==> src/rtl/motor_cmd_spi_rx_pkg.sv <==
// Shared types and constants for the motor command SPI receiver.
// Holds the per-motor command word, frame geometry and the duty clamp helper.
package motor_pkg;

    localparam logic [6:0] MAX_DUTY   = 7'd100;
    localparam int         FRAME_BITS = 16;

    typedef struct packed {
        logic       sign;
        logic [6:0] duty;
    } motor_cmd_t;

    typedef enum logic [1:0] {
        IDLE  = 2'd0,
        SHIFT = 2'd1,
        CHECK = 2'd2
    } rx_state_t;

    // A received byte carries sign in bit 7 and a duty that may exceed the PWM period.
    function automatic logic isOverLimit(input logic [7:0] rawByte);
        return rawByte[6:0] > MAX_DUTY;
    endfunction

    function automatic motor_cmd_t clampCmd(input logic [7:0] rawByte);
        motor_cmd_t cmd;
        cmd.sign = rawByte[7];
        cmd.duty = isOverLimit(rawByte) ? MAX_DUTY : rawByte[6:0];
        return cmd;
    endfunction

endpackage

==> src/rtl/motor_cmd_spi_rx_sync_edge.sv <==
// Two-flop synchroniser for an asynchronous input, with registered
// single-cycle rise/fall pulses taken against a third delayed copy.
module sync_edge (
    input  logic clk,
    input  logic reset,
    input  logic i_async,
    output logic o_sync,
    output logic o_rise,
    output logic o_fall
);

    logic r_meta;
    logic r_sync;
    logic r_prev;
    logic r_rise;
    logic r_fall;

    always_ff @(posedge clk) begin
        if (reset) begin
            r_meta <= 1'b0;
            r_sync <= 1'b0;
            r_prev <= 1'b0;
            r_rise <= 1'b0;
            r_fall <= 1'b0;
        end else begin
            r_meta <= i_async;
            r_sync <= r_meta;
            r_prev <= r_sync;
            r_rise <= r_sync & ~r_prev;
            r_fall <= ~r_sync & r_prev;
        end
    end

    assign o_sync = r_sync;
    assign o_rise = r_rise;
    assign o_fall = r_fall;

endmodule

==> src/rtl/motor_cmd_spi_rx.sv <==
// SPI mode-0 slave receiving two-byte motor commands, oversampled in the clk
// domain; clamps duties, echoes the applied command and enforces a watchdog.
module motor_cmd_spi_rx
    import motor_pkg::*;
#(
    parameter logic [23:0] TIMEOUT_CYCLES = 24'd4_800_000
) (
    input  logic       clk,
    input  logic       reset,
    input  logic       sck,
    input  logic       sdi,
    input  logic       load,
    output logic       sdo,
    output logic       motor1_sign,
    output logic [6:0] motor1_upperlimit,
    output logic       motor2_sign,
    output logic [6:0] motor2_upperlimit,
    output logic       cmd_valid,
    output logic       frame_error,
    output logic       clamped,
    output logic       timeout
);

    localparam logic [4:0] C_FRAME_BITS = 5'(FRAME_BITS);
    localparam logic [4:0] C_COUNT_MAX  = 5'd31;

    logic w_sckLevelUnused;
    logic w_sckRise;
    logic w_sckFall;
    logic w_sdiSync;
    logic w_sdiRiseUnused;
    logic w_sdiFallUnused;
    logic w_loadSync;
    logic w_loadRise;
    logic w_loadFall;

    sync_edge u_syncSck (
        .clk    (clk),
        .reset  (reset),
        .i_async(sck),
        .o_sync (w_sckLevelUnused),
        .o_rise (w_sckRise),
        .o_fall (w_sckFall)
    );

    sync_edge u_syncSdi (
        .clk    (clk),
        .reset  (reset),
        .i_async(sdi),
        .o_sync (w_sdiSync),
        .o_rise (w_sdiRiseUnused),
        .o_fall (w_sdiFallUnused)
    );

    sync_edge u_syncLoad (
        .clk    (clk),
        .reset  (reset),
        .i_async(load),
        .o_sync (w_loadSync),
        .o_rise (w_loadRise),
        .o_fall (w_loadFall)
    );

    rx_state_t  r_state;
    rx_state_t  w_nextState;
    logic       r_startPending;
    logic [4:0] r_bitCount;
    logic [15:0] r_rx;
    logic [15:0] r_tx;
    logic       r_sdo;
    motor_cmd_t r_m1;
    motor_cmd_t r_m2;
    logic       r_cmdValid;
    logic       r_frameError;
    logic       r_clamped;
    logic       r_timeout;
    logic [23:0] r_wdCount;

    logic       w_start;
    logic       w_frameOk;
    logic       w_frameBad;
    motor_cmd_t w_new1;
    motor_cmd_t w_new2;
    logic       w_anyClamp;

    // A load rise seen during CHECK is remembered so IDLE can still start that frame.
    assign w_start    = (r_state == IDLE) && (w_loadRise || (r_startPending && w_loadSync));
    assign w_frameOk  = (r_state == CHECK) && (r_bitCount == C_FRAME_BITS);
    assign w_frameBad = (r_state == CHECK) && (r_bitCount != C_FRAME_BITS);
    assign w_new1     = clampCmd(r_rx[15:8]);
    assign w_new2     = clampCmd(r_rx[7:0]);
    assign w_anyClamp = isOverLimit(r_rx[15:8]) || isOverLimit(r_rx[7:0]);

    always_ff @(posedge clk) begin
        if (reset) begin
            r_state <= IDLE;
        end else begin
            r_state <= w_nextState;
        end
    end

    always_comb begin
        w_nextState = r_state;
        case (r_state)
            IDLE:    if (w_start) w_nextState = SHIFT;
            SHIFT:   if (w_loadFall) w_nextState = CHECK;
            CHECK:   w_nextState = IDLE;
            default: w_nextState = IDLE;
        endcase
    end

    // Shift path: rx captures on sck rise, tx presents the next echo bit on sck fall.
    always_ff @(posedge clk) begin
        if (reset) begin
            r_startPending <= 1'b0;
            r_bitCount     <= 5'd0;
            r_rx           <= 16'd0;
            r_tx           <= 16'd0;
            r_sdo          <= 1'b0;
        end else begin
            if (r_state == CHECK && w_loadRise) begin
                r_startPending <= 1'b1;
            end else if (r_state == IDLE) begin
                r_startPending <= 1'b0;
            end

            if (w_start) begin
                r_bitCount <= 5'd0;
                r_tx       <= {r_m1, r_m2};
                r_sdo      <= r_m1.sign;
            end else if (r_state == SHIFT) begin
                if (w_sckRise) begin
                    r_rx <= {r_rx[14:0], w_sdiSync};
                    if (r_bitCount != C_COUNT_MAX) begin
                        r_bitCount <= r_bitCount + 5'd1;
                    end
                end
                if (w_sckFall) begin
                    r_tx  <= {r_tx[14:0], 1'b0};
                    r_sdo <= r_tx[14];
                end
            end
        end
    end

    // A valid frame takes priority over watchdog expiry in the same cycle.
    always_ff @(posedge clk) begin
        if (reset) begin
            r_m1         <= '0;
            r_m2         <= '0;
            r_cmdValid   <= 1'b0;
            r_frameError <= 1'b0;
            r_clamped    <= 1'b0;
            r_timeout    <= 1'b0;
            r_wdCount    <= 24'd0;
        end else begin
            r_cmdValid   <= 1'b0;
            r_frameError <= 1'b0;
            if (w_frameOk) begin
                r_m1       <= w_new1;
                r_m2       <= w_new2;
                r_cmdValid <= 1'b1;
                r_wdCount  <= 24'd0;
                r_timeout  <= 1'b0;
                if (w_anyClamp) begin
                    r_clamped <= 1'b1;
                end
            end else begin
                if (w_frameBad) begin
                    r_frameError <= 1'b1;
                end
                if (r_wdCount != TIMEOUT_CYCLES) begin
                    r_wdCount <= r_wdCount + 24'd1;
                end
                if (r_wdCount == TIMEOUT_CYCLES - 24'd1) begin
                    r_timeout  <= 1'b1;
                    r_m1.duty  <= 7'd0;
                    r_m2.duty  <= 7'd0;
                end
            end
        end
    end

    assign sdo               = r_sdo;
    assign motor1_sign       = r_m1.sign;
    assign motor1_upperlimit = r_m1.duty;
    assign motor2_sign       = r_m2.sign;
    assign motor2_upperlimit = r_m2.duty;
    assign cmd_valid         = r_cmdValid;
    assign frame_error       = r_frameError;
    assign clamped           = r_clamped;
    assign timeout           = r_timeout;

endmodule

==> config.mk <==
export PLATFORM = sky130hd
export DESIGN_NAME = motor_cmd_spi_rx
export DESIGN_NICKNAME = d
export VERILOG_FILES = /design/src/rtl/motor_cmd_spi_rx_pkg.sv /design/src/rtl/motor_cmd_spi_rx_sync_edge.sv /design/src/rtl/motor_cmd_spi_rx.sv
export SDC_FILE = /design/constraint.sdc
export NUM_CORES = 1
export LEC_CHECK = 0
export CAP_MARGIN = 20
export CELL_PAD_IN_SITES_DETAIL_PLACEMENT = 2
export CELL_PAD_IN_SITES_GLOBAL_PLACEMENT = 2
export CORE_UTILIZATION = 38
export DETAILED_ROUTE_END_ITERATION = 8
export GPL_TIMING_DRIVEN = 0
export PLACE_DENSITY_LB_ADDON = 0.1
export REMOVE_ABC_BUFFERS = 1
export SLEW_MARGIN = 20
export SYNTH_ARGS = -nofsm -noshare
export SYNTH_HDL_FRONTEND = slang
export SYNTH_HIERARCHICAL = 1
export SYNTH_SLANG_ARGS = --single-unit
==> constraint.sdc <==
create_clock -name clk -period 3.43 [get_ports clk]
set_clock_uncertainty 0.1 [all_clocks]
set_input_delay 0.686 -clock clk [delete_from_list [all_inputs] [get_ports clk]]
set_output_delay 0.686 -clock clk [all_outputs]
set_load 0.005 [all_outputs]
Yosys cells after proc, flatten, opt, wreduce, memory -nomap -nowiden
Index checks and enable logic that the tools add are counted.
- register bits: 96
- bits of input ports: 5
- output and inout port bits: 21
- word-level logic and storage cells: 86
- $add $sub $neg: 2
- $lt $le $gt $ge: 2
- equality and inequality tests: 9
- muxes and demuxes: 18
- bitwise gates (word level): 9
- reduce and logical (&&, ||, !) cells: 19
- operators by type and width (kind ; number):
    2-to-1 mux 15 bit ; 3
    2-to-1 mux 7 bit ; 5
    adder 24 x 1 -> 24 bit (second input constant) ; 1
    == test 24 x 23 -> 1 bit (second input constant) ; 1
    inequality test 24 x 23 -> 1 bit (second input constant) ; 1
    > comparator 7 bit (second input constant) ; 2
    inequality test 5 bit (second input constant) ; 2
    nonzero test 2 bit ; 4
    2-to-1 mux 1 bit ; 7
    AND reduction 2 bit ; 3
    AND reduction 3 bit ; 2
    adder 5 x 1 -> 5 bit (second input constant) ; 1
    == test 5 bit (second input constant) ; 1
    logical AND 1 bit ; 5
    inverter 1 bit ; 5
    bitwise AND 1 bit ; 4
    2-to-1 mux 2 bit ; 2
    case mux 2 bit (2 select lines) ; 1
    OR reduction 2 bit ; 2
    == test 2 x 1 -> 1 bit (second input constant) ; 1
    == test 2 bit (second input constant) ; 1
    zero test 2 bit ; 1
    logical OR 1 bit ; 2
    inequality test 2 x 1 -> 1 bit (second input constant) ; 1
    inequality test 2 bit (second input constant) ; 1

Logic depth before layout (Yosys ltp)
Gate-level depths: netlist of the first run.
- depth in word-level cells: 5
- depth in mapped cells: 8
- depth with buffers taken out: 7

Hierarchy
The synthesis of the first run kept the hierarchy.
- by module, submodules not included (module ; times used ; cells an instance ; area each (µm²) ; seq. area each (µm²)):
    motor_cmd_spi_rx ; 1 ; 438 ; 3621.0 ; 1681.6
    sync_edge ; 3 ; 10 ; 133.9 ; 100.1

Worst setup path after synthesis of the first run
No wires, ideal clock.
- path kind: register to register
- start: register r_wdCount[0]
- end: register r_wdCount[22]
- library setup time: 0.071 ns
- arrival time: 1.929 ns
- data required time: 3.259 ns
- slack: 1.331 ns
- stages on the path, launching flop included: 7
- buffers on the path: 1
- period minus slack after synthesis: 2.099 ns
- cell sequence: dfxtp_1 ha_1 nand2_1 or4_1 buf_2 or4_1 a21oi_1
- longest elaborated chain between the ends: 1
- elaborated cells between the ends (all ways): 2
- classes of those cells: add/sub: 1; eq/ne: 1
- ends and longest elaborated chain (element ; RTL line ; text):
    from (decl) ; motor_cmd_spi_rx.sv:77 ; logic [23:0] r_wdCount;
    from (signal assigned) ; motor_cmd_spi_rx.sv:173 ; r_wdCount <= r_wdCount + 24'd1;
    adder 24 x 1 -> 24 bit or inequality test 24 x 23 -> 1 bit (tied branches) ; motor_cmd_spi_rx.sv:173, motor_cmd_spi_rx.sv:172 ;
Several ways; a longest one is shown, not always the timed one.
A chain may end at the register's enable or synchronous reset.

Worst setup path in the final report of the first run
Same ends and word-level chain as after synthesis.

==> impl_metrics.csv, run 1 <==
group,metric,value,unit
clock_network,cts_setup_buffers,0,
worst_setup_path,reg2reg_depth,5,
floorplanning,fp-row-count,36,
worst_setup_path,crit_type,"reg -> reg",
timing,whs,0.320,ns
power,clkPwrFrac,34.1,%
worst_setup_path,worstPathRequired,3.61,ns
worst_setup_path,r2r_start,"r_wdCount[0]$_SDFFE_PP0P_",
clock_network,cts_hold_buf,0,
timing,tns,0,ns
timing,period_share,73.4,%
worst_setup_path,ff2ff_setup_slack,0.91,ns
floorplanning,die_w,104,um
timing,worstMarginPinSlew,0.855,ns
synthesis,syn_area,3940,um2
worst_setup_path,path_cells,"ha_1, nand2_1, or4_1, or4_1, a21oi_1",
clock_network,clkTransAtPathRegs,0.08,ns
grt,grt_antenna_before_repair,0,
timing,slew_headroom,42.7,%
power,p_per_area,412,nW/um2
clock_network,cts_buffers,9,
min_path,hold_end,"u_syncLoad/o_rise$_SDFF_PP0_",
grt,grt_usage,20.6,%
clock_network,root_buffer,"clkbuf_8",
routing,drtPass1Iterations,4,
synthesis,synth_warnings,6,
grt,grt_pass1_vias,3596,
routing,wirelength,10500,um
grt,grt_max_degree,65,
worst_setup_path,end_kind,"flip-flop",
worst_setup_path,critPathMaxFanout,10,
worst_setup_path,timing.rr.end,"r_wdCount[22]$_SDFFE_PP0P_",
timing,clock.fmax,0.397,GHz
placed_design,dpl_cell_area,4260,um2
final_layout,area_growth,12.0,%
worst_setup_path,slowest_delay,0.74,ns
worst_setup_path,cp-start-kind,"flip-flop",
routing,drt_iter0_drc,91,
status,status,"complete, no violations",
power,internal-power,0.00140,W
routing,drc,0,
placed_design,gp_congestion,0.747,
worst_setup_path,critPathTopFamily,"simple AND/OR/NAND/NOR gates",
routing,vias,3413,
power,p_comb_share,3.2,%
floorplanning,ios,26,
floorplanning,initial_core_util,39.8,%
worst_setup_path,path_depth,5,
synthesis,avgSynthCellArea,8.53,um2
worst_setup_path,worst-path-buf-inv,0,
grt,grt-ovfl-total,0,
floorplanning,core_area,9910,um2
timing,maxSlewViolCount,0,
routing,via_per_inst,5.62,
timing,setup_viol_count_final,0,
power,power_switching,0.000421,W
timing,fin_crit,2.52,ns
run,max-cap-violations,0,
clock_network,cts_resized,0,
worst_setup_path,cp_common_cell,"or4_1",
final_layout,nets,482,
grt,grt_first_pass_wirelength,17700,um
floorplanning,die_h,104,um
power,switching_share,23.2,%
power,peakVddDrop,0.194,mV
worst_setup_path,cp.arrival,2.70,ns
placed_design,io_buffer_count,25,
clock_network,clk_latency,0.36,ns
final_layout,postLayoutCellArea,4410,um2
synthesis,syn_inst,462,
min_path,min_from,"u_syncLoad/r_prev$_SDFF_PP0_",
routing,routedWlPerCell,17.3,um
worst_setup_path,cp_slowest_cell,"or4_1",
clock_network,clock_sinks,96,
timing,grt_setup_unrepaired,"no",
floorplanning,fp.dieArea,10800,um2
final_layout,antennaDiodeCount,0,
clock_network,cts_tree,"built",
min_path,hold_path.class,"reg -> reg",
clock_network,htreeDepth,3,
final_layout,drive_gt1_share,4.01,%
power,pwr-share-seq,62.7,%
timing,finalHoldViolations,0,
clock_network,cts_max_path_buffers,2,
routing,final_antenna_net_count,0,
power,p_leak,1.40,nW
placed_design,dp_hpwl,7230,um
min_path,hold_depth,1,
[metrics by stage]
step	instances	total power (W)	utilization (%)	worst slack [ns]
after floorplan	436	0.00119	-	1.23
after CTS	607	0.00184	44.4	0.807
after global placement	594	0.00122	43.0	-1.49
after global routing	607	0.00189	44.5	0.796
final	607	0.00182	44.5	0.911
after detailed placement	594	0.00123	43.0	0.850
[worst max-delay path by stage]
stage | from | endpoint
4_1_cts | r_bitCount[0]$_SDFFE_PP0P_ | r_bitCount[3]$_SDFFE_PP0P_
2_1_floorplan | r_bitCount[0]$_SDFFE_PP0P_ | r_bitCount[3]$_SDFFE_PP0P_
3_3_place_gp | reset | motor1_upperlimit[0]$_SDFFE_PP0P_
5_1_grt | r_wdCount[0]$_SDFFE_PP0P_ | r_wdCount[22]$_SDFFE_PP0P_
6_report | r_wdCount[0]$_SDFFE_PP0P_ | r_wdCount[22]$_SDFFE_PP0P_
3_5_place_dp | r_bitCount[0]$_SDFFE_PP0P_ | r_bitCount[3]$_SDFFE_PP0P_
[power by group through the flow]
stage	sequential [W]	combinational, W	clock, W
after CTS	0.00114	0.0000600	0.000643
after global placement	0.00116	0.0000577	0
after floorplan	0.00116	0.0000312	0
after global routing	0.00114	0.0000654	0.000687
final	0.00114	0.0000591	0.000619
after detailed placement	0.00117	0.0000597	0
[metal layers]
| layer | global-route usage (%) | vias up | wire (um) |
|---|---|---|---|
| met5 | 0 | - | 0 |
| met4 | 5.31 | 0 | 89 |
| met3 | 5.10 | 8 | 299 |
| met2 | 38.8 | 26 | 5610 |
| met1 | 22.7 | 1710 | 4510 |
| li1 | - | 1669 | - |
[worst register-to-register path, delay by kind of cell, from the launching register on]
family / cells / cell delay [ns]
compound gates: 1 / 0.16
simple gates: 3 / 1.41
flops: 1 / 0.46
fa+ha+maj: 1 / 0.32
[cells in the final DEF (no fill, tap or decap), drive strengths merged, types with 3 or more instances in the layout]
| cell | count |
|---|---|
| nor4 | 5 |
| xor2 | 7 |
| nand3 | 41 |
| mux2i | 3 |
| ha | 5 |
| nor2 | 30 |
| o21ai | 15 |
| xnor2 | 5 |
| a311oi | 13 |
| nor2b | 10 |
| clkdlybuf4s50 | 24 |
| nand2b | 5 |
| nand4 | 9 |
| dfxtp | 96 |
| o31ai | 5 |
| clkinv | 3 |
| and3 | 4 |
| or3 | 4 |
| nor3 | 14 |
| and4 | 5 |
| inv | 13 |
| nand2 | 66 |
| or4 | 9 |
| o22ai | 4 |
| nor3b | 5 |
| a32o | 4 |
| clkbuf | 11 |
| a21oi | 41 |
[flip-flops by register name (all words and copies together), names as in the netlist, 2 cells and up]
register,cells
motor2_upperlimit,7
r_state,2
r_tx,15
r_bitCount,5
r_wdCount,24
motor1_upperlimit,7
r_rx,16
[cell type report]
class	count	area, um2
clock inverter	2	10.0
multi-input combinational	326	1880
clock buffer	11	131
sequential	96	1920
tap	133	166
timing repair buffer	25	248
inverter	14	52.6
fill	1129	5500
Power figures use the tool's default switching activity.
==> inputs of run 2 (changes only) <==
Settings changed: CORE_UTILIZATION 38 to 32.
Clock period 3.43 ns to 2.25 ns, I/O delays scaled along.
==> run 2 against run 1 <==
Effect of this change:
- design area is 4.6% higher
- register-to-register slack lost 0.79 ns
- worst setup slack got worse by 0.79 ns
- sequential power is 53% higher
- combinational power increased by 57%
- critical path depth stayed put
- wire length increased by 1.6%
- die area increased by 18%
==> impl_metrics.csv, run 2 (synthesis results as in run 1) <==
group,metric,value,unit
power,peakVddDrop,0.328,mV
timing,maxSlewViolCount,0,
routing,drtPass1Iterations,4,
timing,finalHoldViolations,0,
timing,setup_viol_count_final,0,
final_layout,antennaDiodeCount,0,
routing,wirelength,10700,um
worst_setup_path,reg2reg_depth,5,
worst_setup_path,ff2ff_setup_slack,0.12,ns
routing,via_per_inst,5.43,
clock_network,cts_hold_buf,0,
timing,clock.fmax,0.470,GHz
clock_network,htreeDepth,3,
timing,slew_headroom,29.8,%
placed_design,place_inst,608,
final_layout,final_cell_mix,"dfxtp_1, nand2_1, a21oi_1, nand3_1, nor2_1",
grt,grt_antenna_before_repair,0,
floorplanning,core_area,12000,um2
grt,grt-ovfl-total,0,
final_layout,top_register,"r_wdCount",
grt,grt_first_pass_wirelength,18000,um
worst_setup_path,cp-start-kind,"flip-flop",
timing,period_share,94.5,%
final_layout,nets,483,
power,p_per_area,708,nW/um2
final_layout,drive_gt1_share,6.29,%
worst_setup_path,end_kind,"flip-flop",
worst_setup_path,r2r_start,"r_wdCount[0]$_SDFFE_PP0P_",
final_layout,final_common_cell,"dfxtp_1",
floorplanning,fp.dieArea,12800,um2
run,max-cap-violations,0,
routing,routedWlPerCell,17.1,um
routing,vias,3387,
power,power.total,0.00327,W
final_layout,layout.cells.non_filler,624,
status,status,"complete, no violations",
timing,worst_slack,0.125,ns
power,p_leak,1.46,nW
grt,grt_usage,18.0,%
floorplanning,fp-row-count,40,
clock_network,cts_max_path_buffers,2,
min_path,min_from,"u_syncSck/r_prev$_SDFF_PP0_",
routing,drc,0,
worst_setup_path,worstPathRequired,2.43,ns
placed_design,gp_congestion,0.707,
floorplanning,ios,26,
min_path,hold_depth,1,
floorplanning,initial_core_util,32.8,%
clock_network,clkTransAtPathRegs,0.06,ns
final_layout,area_growth,17.1,%
grt,grt_max_degree,65,
grt,grt_pass1_vias,3562,
placed_design,pre_cts_ws,-0.360,ns
clock_network,clock_sinks,96,
routing,final_antenna_net_count,0,
worst_setup_path,timing.rr.end,"r_wdCount[22]$_SDFFE_PP0P_",
clock_network,cts_tree,"built",
worst_setup_path,cp.arrival,2.30,ns
worst_setup_path,crit_type,"reg -> reg",
routing,drt_iter0_drc,123,
timing,fin_crit,2.13,ns
placed_design,io_buffer_count,25,
clock_network,clk_latency,0.35,ns
clock_network,root_buffer,"clkbuf_16",
min_path,hold_path.class,"reg -> reg",
final_layout,fillCellCount,1349,
min_path,hold_end,"u_syncSck/o_rise$_SDFF_PP0_",
floorplanning,die_w,113,um
placed_design,dp_hpwl,7070,um
final_layout,reg.largest.list,"r_wdCount x24, r_rx x16, r_tx x15",
floorplanning,die_h,113,um
worst_setup_path,critPathMaxFanout,10,
timing,grt_setup_unrepaired,"no",
timing,worstMarginPinSlew,1.04,ns
clock_network,cts_buffers,9,
final_layout,largest_reg_flops,24,
[run 2: cell count changes in the layout (fill, tap and decap cells not counted), moves of 2 or more]
cell / before / now
clkbuf_16: 0 / 9
clkbuf_8: 9 / 2
or4_1: 9 / 7
dfxtp_1: 96 / 91
clkbuf_1: 2 / 4
clkinv_2: 2 / 0
or4_4: 0 / 2
dfxtp_2: 0 / 5
[run 2: worst max-delay path by stage]
stage               cells past startpoint  slack, ns                        from                                end
floorplan                               7       0.05  r_bitCount[0]$_SDFFE_PP0P_         r_bitCount[3]$_SDFFE_PP0P_
global placement                        4      -2.57                       reset  motor1_upperlimit[1]$_SDFFE_PP0P_
detailed placement                      7      -0.36  r_bitCount[0]$_SDFFE_PP0P_         r_bitCount[3]$_SDFFE_PP0P_
CTS                                     4       0.04   r_wdCount[2]$_SDFFE_PP0P_         r_wdCount[22]$_SDFFE_PP0P_
global route                            4      0.008     r_state[0]$_SDFFE_PP0P_               r_rx[8]$_SDFFE_PP0P_
finish                                  5       0.12   r_wdCount[0]$_SDFFE_PP0P_         r_wdCount[22]$_SDFFE_PP0P_
[run 2: routing by layer]
metal,vias up,global-route usage (%),wire [um]
met3,13,3.16,251
met2,26,32.6,5400
li1,1663,-,-
met4,0,7.63,190
met1,1685,20.9,4830
met5,-,0,0
[run 2: through the flow]
stage	utilization (%)	instance area [um2]	TNS [ns]	hold WS, ns
final	38.4	4610	0	0.320
after global routing	38.4	4610	0	0.347
after CTS	38.2	4590	0	0.328
after detailed placement	35.6	4280	-4.95	0.318
after global placement	35.6	4280	-118.17	0.295
after floorplan	-	3840	0	0.287
[run 2: layout make-up]
type | instances | area [um2] | share of cell area (%)
inverter | 14 | 52.6 | 1.14
timing repair buffer | 26 | 255 | 5.53
tap | 147 | 184 | 3.99
sequential | 96 | 1930 | 41.8
multi-input combinational | 326 | 1930 | 41.8
clock buffer | 15 | 268 | 5.80
[run 2: timing repair]
item                       in CTS  in global routing
buffers inserted                0                  1
pin swaps                       0                  1
resized for setup              11                  5
setup endpoints to repair      55                 17
[run 2: report_power, final]
group	internal [W]	switching, W	total, W
clock network	0.000807	0.000629	0.00144
logic	0.0000318	0.0000609	0.0000927
registers	0.00172	0.0000192	0.00174
total	0.00256	0.000709	0.00327
[run 2: critical path, cell delays in order (launching register included)]
cell,delay (ns)
dfxtp_2,0.40
ha_4,0.19
nand2_1,0.10
or4_4,0.61
or4_1,0.50
a21oi_1,0.15
==> inputs of run 3 (changes only) <==
Settings changed: SLEW_MARGIN 20 to not set.
==> run 3 against run 2 <==
Effect of this change:
- count of clock-buffer cells in the layout fell by 1
- total power rose by 6.0%
- fmax rose by 0.58%
- non-clock buffer count rose by 2
- sequential power barely moved
- combinational power rose by 5.6%
- cell count rose by 0.48%
- sequential share of layout area fell by 0.74 points
- utilization rose by 0.67 points
- hold slack improved by 0.0037 ns
- global-route usage fell by 0.10 points
- critical path type unchanged
- largest power group unchanged
==> impl_metrics.csv, run 3 (synthesis results as in run 1) <==
group,metric,value,unit
floorplanning,fp-row-count,40,
timing,finalHoldViolations,0,
final_layout,postLayoutCellArea,4690,um2
run,max-cap-violations,0,
final_layout,final_cell_mix,"dfxtp_1, nand2_1, a21oi_1, nand3_1, nor2_1",
worst_setup_path,cp-start-kind,"flip-flop",
clock_network,clkTransAtPathRegs,0.06,ns
routing,final_antenna_net_count,0,
final_layout,utilization,39.1,%
timing,slew_headroom,27.5,%
grt,grt_pass1_vias,3573,
clock_network,root_buffer,"clkbuf_16",
placed_design,dp_hpwl,7220,um
timing,maxSlewViolCount,0,
final_layout,reg.largest.list,"r_wdCount x24, r_rx x16, r_tx x15",
grt,grt_antenna_before_repair,0,
grt,grt-ovfl-total,0,
routing,vias,3424,
clock_network,clk_latency,0.35,ns
timing,setup_viol_count_final,0,
clock_network,cts_buffers,9,
clock_network,clock_sinks,96,
clock_network,cts_tree,"built",
grt,grt_usage,17.9,%
routing,drt_iter0_drc,105,
placed_design,pre_cts_ws,-0.369,ns
grt,grt_first_pass_wirelength,17900,um
worst_setup_path,cp.arrival,2.20,ns
grt,grt_max_degree,43,
worst_setup_path,worstPathRequired,2.34,ns
routing,routedWlPerCell,17.0,um
status,status,"complete, no violations",
final_layout,area_growth,19.1,%
final_layout,largest_reg_flops,24,
floorplanning,core_area,12000,um2
power,peakVddDrop,0.309,mV
placed_design,dpl_cell_area,4300,um2
worst_setup_path,critPathMaxFanout,5,
floorplanning,fp.dieArea,12800,um2
timing,worst_slack,0.137,ns
routing,drc,0,
floorplanning,die_h,113,um
placed_design,io_buffer_count,25,
timing,clock.fmax,0.473,GHz
final_layout,antennaDiodeCount,0,
placed_design,gp_congestion,0.707,
routing,via_per_inst,5.46,
worst_setup_path,end_kind,"flip-flop",
floorplanning,ios,26,
power,p_leak,1.50,nW
placed_design,place_inst,610,
min_path,hold_path.class,"reg -> reg",
timing,period_share,93.9,%
timing,fin_crit,2.11,ns
final_layout,drive_gt1_share,7.29,%
final_layout,final_common_cell,"dfxtp_1",
clock_network,htreeDepth,3,
floorplanning,die_w,113,um
final_layout,layout.cells.non_filler,627,
routing,wirelength,10700,um
clock_network,cts_setup_buffers,0,
clock_network,cts_hold_buf,0,
power,p_per_area,738,nW/um2
timing,grt_setup_unrepaired,"no",
final_layout,nets,485,
routing,drtPass1Iterations,4,
worst_setup_path,crit_type,"reg -> reg",
timing,worstMarginPinSlew,1.08,ns
final_layout,top_register,"r_wdCount",
floorplanning,initial_core_util,32.8,%
clock_network,cts_max_path_buffers,2,
[run 3: per-layer routing]
metal,wire (um),vias to the layer above,GRT usage [%]
met2,5520,26,32.8
met1,4740,1717,20.4
met5,0,-,0
li1,-,1669,-
met4,183,0,7.63
met3,242,12,3.27
[run 3: final timing paths]
check                               start                      endpoint  slack (ns)  depth (start not counted)
max            r_bitCount[0]$_SDFFE_PP0P_    r_bitCount[3]$_SDFFE_PP0P_        0.14                          7
min          u_syncLoad/r_prev$_SDFF_PP0_  u_syncLoad/o_rise$_SDFF_PP0_        0.32                          1
max reg2reg    r_bitCount[0]$_SDFFE_PP0P_    r_bitCount[3]$_SDFFE_PP0P_        0.14                          7
min reg2reg  u_syncLoad/r_prev$_SDFF_PP0_  u_syncLoad/o_rise$_SDFF_PP0_        0.32                          1
[run 3: worst max-delay path, stage by stage, from the launching register on]
cell,delay (ns)
dfxtp_1,0.35
ha_1,0.22
and3_1,0.18
ha_1,0.21
nor4bb_4,0.47
nand4_1,0.20
xor2_1,0.16
nor3_1,0.05
[run 3: area by class of cell]
class | instances | area [um2]
clock buffer | 14 | 284
clock inverter | 2 | 35.0
fill | 1357 | 7320
inverter | 14 | 52.6
multi-input combinational | 326 | 1920
sequential | 96 | 1930
tap | 147 | 184
timing repair buffer | 28 | 292
[run 3: timing repair]
action,4_1_cts,5_1_grt
endpoints found under the hold margin,0,0
resized for setup,10,6
setup endpoints to repair,37,20
[run 3: power by group]
| group | internal [W] | total [W] | switching (W) |
|---|---|---|---|
| Clock | 0.000982 | 0.00163 | 0.000645 |
| Combinational | 0.0000365 | 0.0000979 | 0.0000614 |
| Sequential | 0.00172 | 0.00174 | 0.0000194 |
[run 3: metrics by stage]
| stage | TNS, ns | total power, W | hold WS (ns) |
|---|---|---|---|
| after global routing | 0 | 0.00360 | 0.351 |
| after CTS | 0 | 0.00352 | 0.324 |
| after floorplan | 0 | 0.00182 | 0.287 |
| after detailed placement | -2.33 | 0.00187 | 0.315 |
| after global placement | -118.17 | 0.00187 | 0.295 |
| final | 0 | 0.00347 | 0.324 |
